===== src/rtl/csi_param_pkg.sv =====
// Shared types, constants and header/footer checksum functions for the CSI-2 packet builder.
package csi_param_pkg;

    typedef enum logic [1:0] {IDLE, HDR, PAY, CRC} csi_pkt_state_t;

    localparam logic [5:0]  C_CSI_SHORT_DT_MAX = 6'h0F;
    localparam logic [15:0] C_CSI_CRC_INIT     = 16'hFFFF;

    // Each mask selects the header bits covered by one Hamming parity bit P0..P5.
    function automatic logic [7:0] csi_ecc(input logic [23:0] d);
        logic [5:0] p;
        p[0] = ^(d & 24'hF12CB7);
        p[1] = ^(d & 24'hF2555B);
        p[2] = ^(d & 24'h749A6D);
        p[3] = ^(d & 24'hB8E38E);
        p[4] = ^(d & 24'hDF03F0);
        p[5] = ^(d & 24'hEFFC00);
        return {2'b00, p};
    endfunction

    // Reflected form of x^16+x^12+x^5+1, processing the byte LSB first.
    function automatic logic [15:0] csi_crc16_byte(input logic [15:0] crc, input logic [7:0] data);
        logic [15:0] c;
        c = crc ^ {8'h00, data};
        for (int i = 0; i < 8; i++) begin
            c = c[0] ? ((c >> 1) ^ 16'h8408) : (c >> 1);
        end
        return c;
    endfunction

endpackage


===== src/rtl/csi_crc16.sv =====
// Byte-wide CRC-16 accumulator for the long-packet payload.
module csi_crc16
    import csi_param_pkg::*;
(
    input  logic        clk,
    input  logic        rstn,
    input  logic        init,
    input  logic        en,
    input  logic [7:0]  data,
    output logic [15:0] crc
);

    logic [15:0] crc_reg;

    always_ff @(posedge clk) begin
        if (!rstn || init) begin
            crc_reg <= C_CSI_CRC_INIT;
        end else if (en) begin
            crc_reg <= csi_crc16_byte(crc_reg, data);
        end
    end

    assign crc = crc_reg;

endmodule


===== src/rtl/csi_pkt_builder.sv =====
// CSI-2 transmit packet builder: header + payload + CRC footer serialised through one output register.
module csi_pkt_builder
    import csi_param_pkg::*;
#(
    parameter int P_WC_WIDTH = 16
) (
    input  logic                  clk,
    input  logic                  rstn,
    input  logic                  cmd_valid,
    output logic                  cmd_ready,
    input  logic [1:0]            cmd_vc,
    input  logic [5:0]            cmd_dt,
    input  logic [P_WC_WIDTH-1:0] cmd_wc,
    input  logic [7:0]            in_data,
    input  logic                  in_valid,
    output logic                  in_ready,
    output logic [7:0]            out_data,
    output logic                  out_valid,
    input  logic                  out_ready,
    output logic                  out_sop,
    output logic                  out_eop
);

    localparam logic [P_WC_WIDTH-1:0] WC_ONE = 1;

    csi_pkt_state_t          state_reg, state_next;
    logic [P_WC_WIDTH+7:0]   hdr_reg;
    logic [7:0]              ecc_reg;
    logic                    short_reg;
    logic [P_WC_WIDTH-1:0]   cnt_reg;
    logic [P_WC_WIDTH-1:0]   wc_reg;
    logic [15:0]             crc;

    logic       load;
    logic       adv;
    logic       byte_valid;
    logic [7:0] byte_data;
    logic       byte_sop;
    logic       byte_eop;
    logic       byte_last;
    logic       cmd_fire;
    logic       in_fire;

    assign wc_reg   = hdr_reg[P_WC_WIDTH+7:8];
    assign load     = !out_valid || out_ready;
    assign adv      = load && byte_valid;
    assign cmd_fire = cmd_valid && cmd_ready;
    assign in_fire  = in_valid && in_ready;

    always_ff @(posedge clk) begin
        if (!rstn) begin
            state_reg <= IDLE;
        end else begin
            state_reg <= state_next;
        end
    end

    always_comb begin
        state_next = state_reg;
        unique case (state_reg)
            IDLE: if (cmd_fire) state_next = HDR;
            HDR: begin
                if (adv && byte_last) begin
                    if (short_reg)            state_next = IDLE;
                    else if (wc_reg == '0)    state_next = CRC;
                    else                      state_next = PAY;
                end
            end
            PAY: if (adv && byte_last) state_next = CRC;
            CRC: if (adv && byte_last) state_next = IDLE;
            default: state_next = IDLE;
        endcase
    end

    // Describes the byte the output register would take this cycle; it only loads when load is high.
    always_comb begin
        cmd_ready  = 1'b0;
        in_ready   = 1'b0;
        byte_valid = 1'b0;
        byte_data  = 8'h00;
        byte_sop   = 1'b0;
        byte_eop   = 1'b0;
        byte_last  = 1'b0;
        unique case (state_reg)
            IDLE: begin
                cmd_ready  = rstn && load;
                byte_valid = cmd_valid;
                byte_data  = {cmd_vc, cmd_dt};
                byte_sop   = 1'b1;
            end
            HDR: begin
                byte_valid = 1'b1;
                case (cnt_reg[1:0])
                    2'd0:    byte_data = hdr_reg[15:8];
                    2'd1:    byte_data = hdr_reg[23:16];
                    default: begin
                        byte_data = ecc_reg;
                        byte_eop  = short_reg;
                        byte_last = 1'b1;
                    end
                endcase
            end
            PAY: begin
                in_ready   = rstn && load;
                byte_valid = in_valid;
                byte_data  = in_data;
                byte_last  = (cnt_reg == wc_reg - WC_ONE);
            end
            CRC: begin
                byte_valid = 1'b1;
                byte_data  = cnt_reg[0] ? crc[15:8] : crc[7:0];
                byte_eop   = cnt_reg[0];
                byte_last  = cnt_reg[0];
            end
            default: ;
        endcase
    end

    always_ff @(posedge clk) begin
        if (!rstn) begin
            hdr_reg   <= '0;
            ecc_reg   <= 8'h00;
            short_reg <= 1'b0;
            cnt_reg   <= '0;
        end else begin
            if (cmd_fire) begin
                hdr_reg   <= {cmd_wc, cmd_vc, cmd_dt};
                ecc_reg   <= csi_ecc({cmd_wc, cmd_vc, cmd_dt});
                short_reg <= (cmd_dt <= C_CSI_SHORT_DT_MAX);
            end
            // The counter restarts at every phase boundary and indexes bytes within the phase.
            if (adv) begin
                if (state_reg == IDLE || byte_last) cnt_reg <= '0;
                else                                cnt_reg <= cnt_reg + WC_ONE;
            end
        end
    end

    always_ff @(posedge clk) begin
        if (!rstn) begin
            out_valid <= 1'b0;
            out_data  <= 8'h00;
            out_sop   <= 1'b0;
            out_eop   <= 1'b0;
        end else if (load) begin
            out_valid <= byte_valid;
            if (byte_valid) begin
                out_data <= byte_data;
                out_sop  <= byte_sop;
                out_eop  <= byte_eop;
            end
        end
    end

    csi_crc16 u_crc (
        .clk  (clk),
        .rstn (rstn),
        .init (cmd_fire),
        .en   (in_fire),
        .data (in_data),
        .crc  (crc)
    );

endmodule


===== config.mk =====
export PLATFORM = sky130hd
export DESIGN_NAME = csi_pkt_builder
export DESIGN_NICKNAME = d
export VERILOG_FILES = /design/src/rtl/csi_param_pkg.sv /design/src/rtl/csi_crc16.sv /design/src/rtl/csi_pkt_builder.sv
export SDC_FILE = /design/constraint.sdc
export NUM_CORES = 1
export LEC_CHECK = 0
export ABC_CLOCK_PERIOD_IN_PS = 2550
export CAP_MARGIN = 25
export CORE_ASPECT_RATIO = 1.25
export CORE_MARGIN = 2
export CORE_UTILIZATION = 52
export CTS_CLUSTER_SIZE = 8
export DETAILED_ROUTE_END_ITERATION = 8
export HOLD_SLACK_MARGIN = 0.15
export PLACE_DENSITY = 0.81
export SKIP_CTS_REPAIR_TIMING = 1
export SYNTH_ARGS = -nofsm -noshare
export SYNTH_HDL_FRONTEND = slang
export SYNTH_SLANG_ARGS = --single-unit

===== constraint.sdc =====
create_clock -name clk -period 2.55 [get_ports clk]
set_input_delay 0.51 -clock clk [delete_from_list [all_inputs] [get_ports clk]]
set_output_delay 0.51 -clock clk [all_outputs]
set_load 0.05 [all_outputs]

==> impl_metrics.tcl <==
set metrics [dict create \
    outcome "finished clean" \
    clk_path_buf_depth 2 \
    grtUsageTotal_pct 27.14 \
    gp_congestion 0.9604 \
    startpoint "hdr_reg[8]$_SDFFE_PN0P_" \
    cp_top_family "simple AND/OR/NAND/NOR gates" \
    ff2ff_setup_slack_ns 0.11 \
    synth_cell_types 59 \
    synth_top_area_share_pct 29.71 \
    slew_headroom_pct 28.94 \
    max_freq_mhz 409.6 \
    reg2reg_from "hdr_reg[8]$_SDFFE_PN0P_" \
    crit_chain "inv_1, ha_2, or3b_1, o31ai_2, a32o_1, nor2_1, or4_4, a22o_1" \
    fin_crit_sh_pct 95.74 \
    via_per_inst 5.875 \
    wl_per_cell_um 17.00 \
    grt_overflow 0 \
    synth_flop_cell "dfxtp_1" \
    drt-total-wl_mm 12.51 \
    first_global_vias 4121 \
    peakVddDrop_uv 457.7 \
    hpwlAfterDp_mm 9.231 \
    grt_max_degree 38 \
    synthCells 567 \
    power.density_mw_per_mm2 543.7 \
    io-pin-count 50 \
    worst-path-buf-inv 1 \
    pre_cts_slack_ns -0.08485 \
    required_ns 2.82 \
    ys.warnings.count 0 \
    numCtsBuffers 9 \
    cap_violations 0 \
    drc 0 \
    p_int_w 0.002054 \
    cpMaxStageDelayCell "or4_4" \
    core_area_mm2 0.008606 \
    seq_power_share_pct 38.3 \
    slowest_delay_ns 0.56 \
    syn-cell-area_mm2 0.004582 \
    yosys.area.top_type "dfxtp_1" \
    cp_max_fo 6 \
    yosys-top-cells-count "100 x nand2_1, 76 x xnor2_1, 68 x dfxtp_1, 40 x a21oi_1, 32 x nor2_1" \
    diodes 0 \
    cts_tree "yes" \
    fillers 724 \
    synth_edf_count 0 \
    dieArea_mm2 0.009583 \
    ys_ff_latch 68 \
    avgSynthCellArea_um2 8.081 \
    end_kind "flop" \
    worst_pin_slew_ns 1.062 \
    r2r_cells 8 \
    synth.most_common_cell "nand2_1" \
    hold_path_class "reg -> reg" \
    ys_top_cells_by_area "dfxtp_1 30%, xnor2_1 15%, nand2_1 8.2%, xor2_1 5.2%, a21oi_1 4.4%" \
    critPathArrivalTime_ns 2.71 \
    drive_gt1_share_pct 12.34 \
    startpoint_type "flop" \
    grt_pass1_wl_mm 20.07 \
    reg2reg_to "cnt_reg[1]$_SDFFE_PN0P_" \
    syn2layout_area_growth_pct 20.18 \
    syn_nets 609 \
    row_count 38 \
    switching_share_pct 31.41 \
    synth_seq_area_share_pct 29.71 \
    io_buffers 49 \
    hold_ws_ns 0.4607 \
    drt_iter0_drc 242 \
    period_needed_ns 2.441 \
    drv_slew 0 \
    start_util_pct 53.24 \
    ctsHtreeMaxLevel 3 \
    seq_area_mm2 0.001361 \
    ant_nets 0 \
    pwr-share-clk_pct 34.4 \
    timing_worst_setup_path_type "reg -> reg" \
    whs_endpoint "out_data[1]$_SDFFE_PN0P_" \
    fin_total_pwr_w 0.002994 \
    num_vias 4324 \
    cts.sinks 68 \
    clk_pin_slew_worst_paths_ns 0.07 \
    setup_slack_ns 0.1086 \
    multi_input_area_mm2 0.003022 \
    netSwitchingPower_w 0.0009404 \
    synth-async-reset-ratio_pct 0 \
    pwr-share-comb_pct 27.3 \
    antenna_found_initial 0 \
    hold_violations 0 \
    dieHeight_um 109.0 \
    clock_latency_ns 0.38 \
    p_leak_nw 2.081 \
    setup_viol 0 \
    ctsRootBufferMaster "clkbuf_8" \
    fp.dieW_um 87.96 \
    finalNetCount 653 \
    dr.pass1.iters 6 \
    hp-start "out_data[1]$_SDFFE_PN0P_" \
    skew_ns 0.009101 \
    whs_path_depth 2 \
]
[worst register-to-register path, cell delays in order (launching register included)]
cell and delay (ns):
dfxtp_1 0.31, inv_1 0.08, ha_2 0.23, or3b_1 0.39
o31ai_2 0.24, a32o_1 0.24, nor2_1 0.06, or4_4 0.56
a22o_1 0.22
[power by group through the flow]
stage / combinational (W) / clock, W / sequential (W)
4_1_cts: 0.000807 / 0.00104 / 0.00114
3_3_place_gp: 0.000784 / 0 / 0.00117
5_1_grt: 0.000881 / 0.00108 / 0.00115
3_5_place_dp: 0.000800 / 0 / 0.00117
6_report: 0.000818 / 0.00103 / 0.00115
2_1_floorplan: 0.000530 / 0 / 0.00120
[worst max-delay path by stage]
stage	to	slack [ns]	cells after the start
2_1_floorplan	cnt_reg[0]$_SDFFE_PN0P_	0.05	10
3_3_place_gp	u_crc.crc[6]$_SDFFE_PP1P_	0.03	7
3_5_place_dp	u_crc.crc[11]$_SDFFE_PP1P_	-0.08	7
4_1_cts	cnt_reg[1]$_SDFFE_PN0P_	0.09	8
5_1_grt	cnt_reg[1]$_SDFFE_PN0P_	-0.006	6
6_report	cnt_reg[1]$_SDFFE_PN0P_	0.11	8
[metrics by stage]
step	utilization, %	instance area, um2	std cells	setup TNS [ns]
3_3_place_gp	61.21	5268	720	0
2_1_floorplan	-	4597	567	0
4_1_cts	63.83	5493	736	0
3_5_place_dp	61.21	5268	720	-0.4164
5_1_grt	63.99	5507	736	-0.008113
6_report	63.99	5507	736	0
[cell type report]
cell class,instances,share of cell area [%]
clock buffer,10,2.499
clock inverter,6,1.591
inverter,14,0.9543
multi-input combinational,446,54.87
sequential,68,24.72
tap,120,2.727
timing repair buffer,72,12.63
[layout by cell type (no fill, tap or decap), types with 4 or more instances in the layout]
cell type / netlist / layout
nand2_1: 100 / 100
xnor2_1: 76 / 76
dfxtp_1: 68 / 68
clkdlybuf4s50_1: 0 / 47
a21oi_1: 40 / 40
nor2_1: 32 / 31
xor2_1: 27 / 27
buf_4: 0 / 22
o211ai_1: 21 / 21
inv_1: 13 / 13
nor3_1: 13 / 11
nor2_2: 9 / 10
clkbuf_8: 0 / 10
mux2i_1: 9 / 9
nand3_1: 8 / 8
nand4_1: 8 / 8
nor2b_1: 6 / 6
mux2_2: 5 / 5
o21ai_0: 5 / 5
a22oi_1: 5 / 5
o2111ai_1: 5 / 5
nor3b_1: 5 / 5
a211oi_1: 4 / 4
nor4_1: 5 / 4
or4_1: 4 / 4
a22o_1: 4 / 4
mux4_2: 4 / 4
ha_1: 5 / 4
[per-layer routing]
layer,GRT usage (%),up-vias,routed length (um)
met5,0,-,0
met4,15.60,0,642
met3,5.375,49,628
met2,45.83,163,6277
met1,31.59,2061,4966
li1,-,2051,-
[kinds of logic after synthesis]
kind of cell	count (synthesis)	share of synthesized area [%]
and+or+nand+nor	212	22.42
buffers and inverters	53	4.943
AOI/OAI and AO/OA	106	15.73
muxes	18	5.161
xor gates and xnor gates	105	20.67
adders and majority gates	5	1.365
DFF	68	29.71
Note: power is estimated with default switching activity, not from simulation.
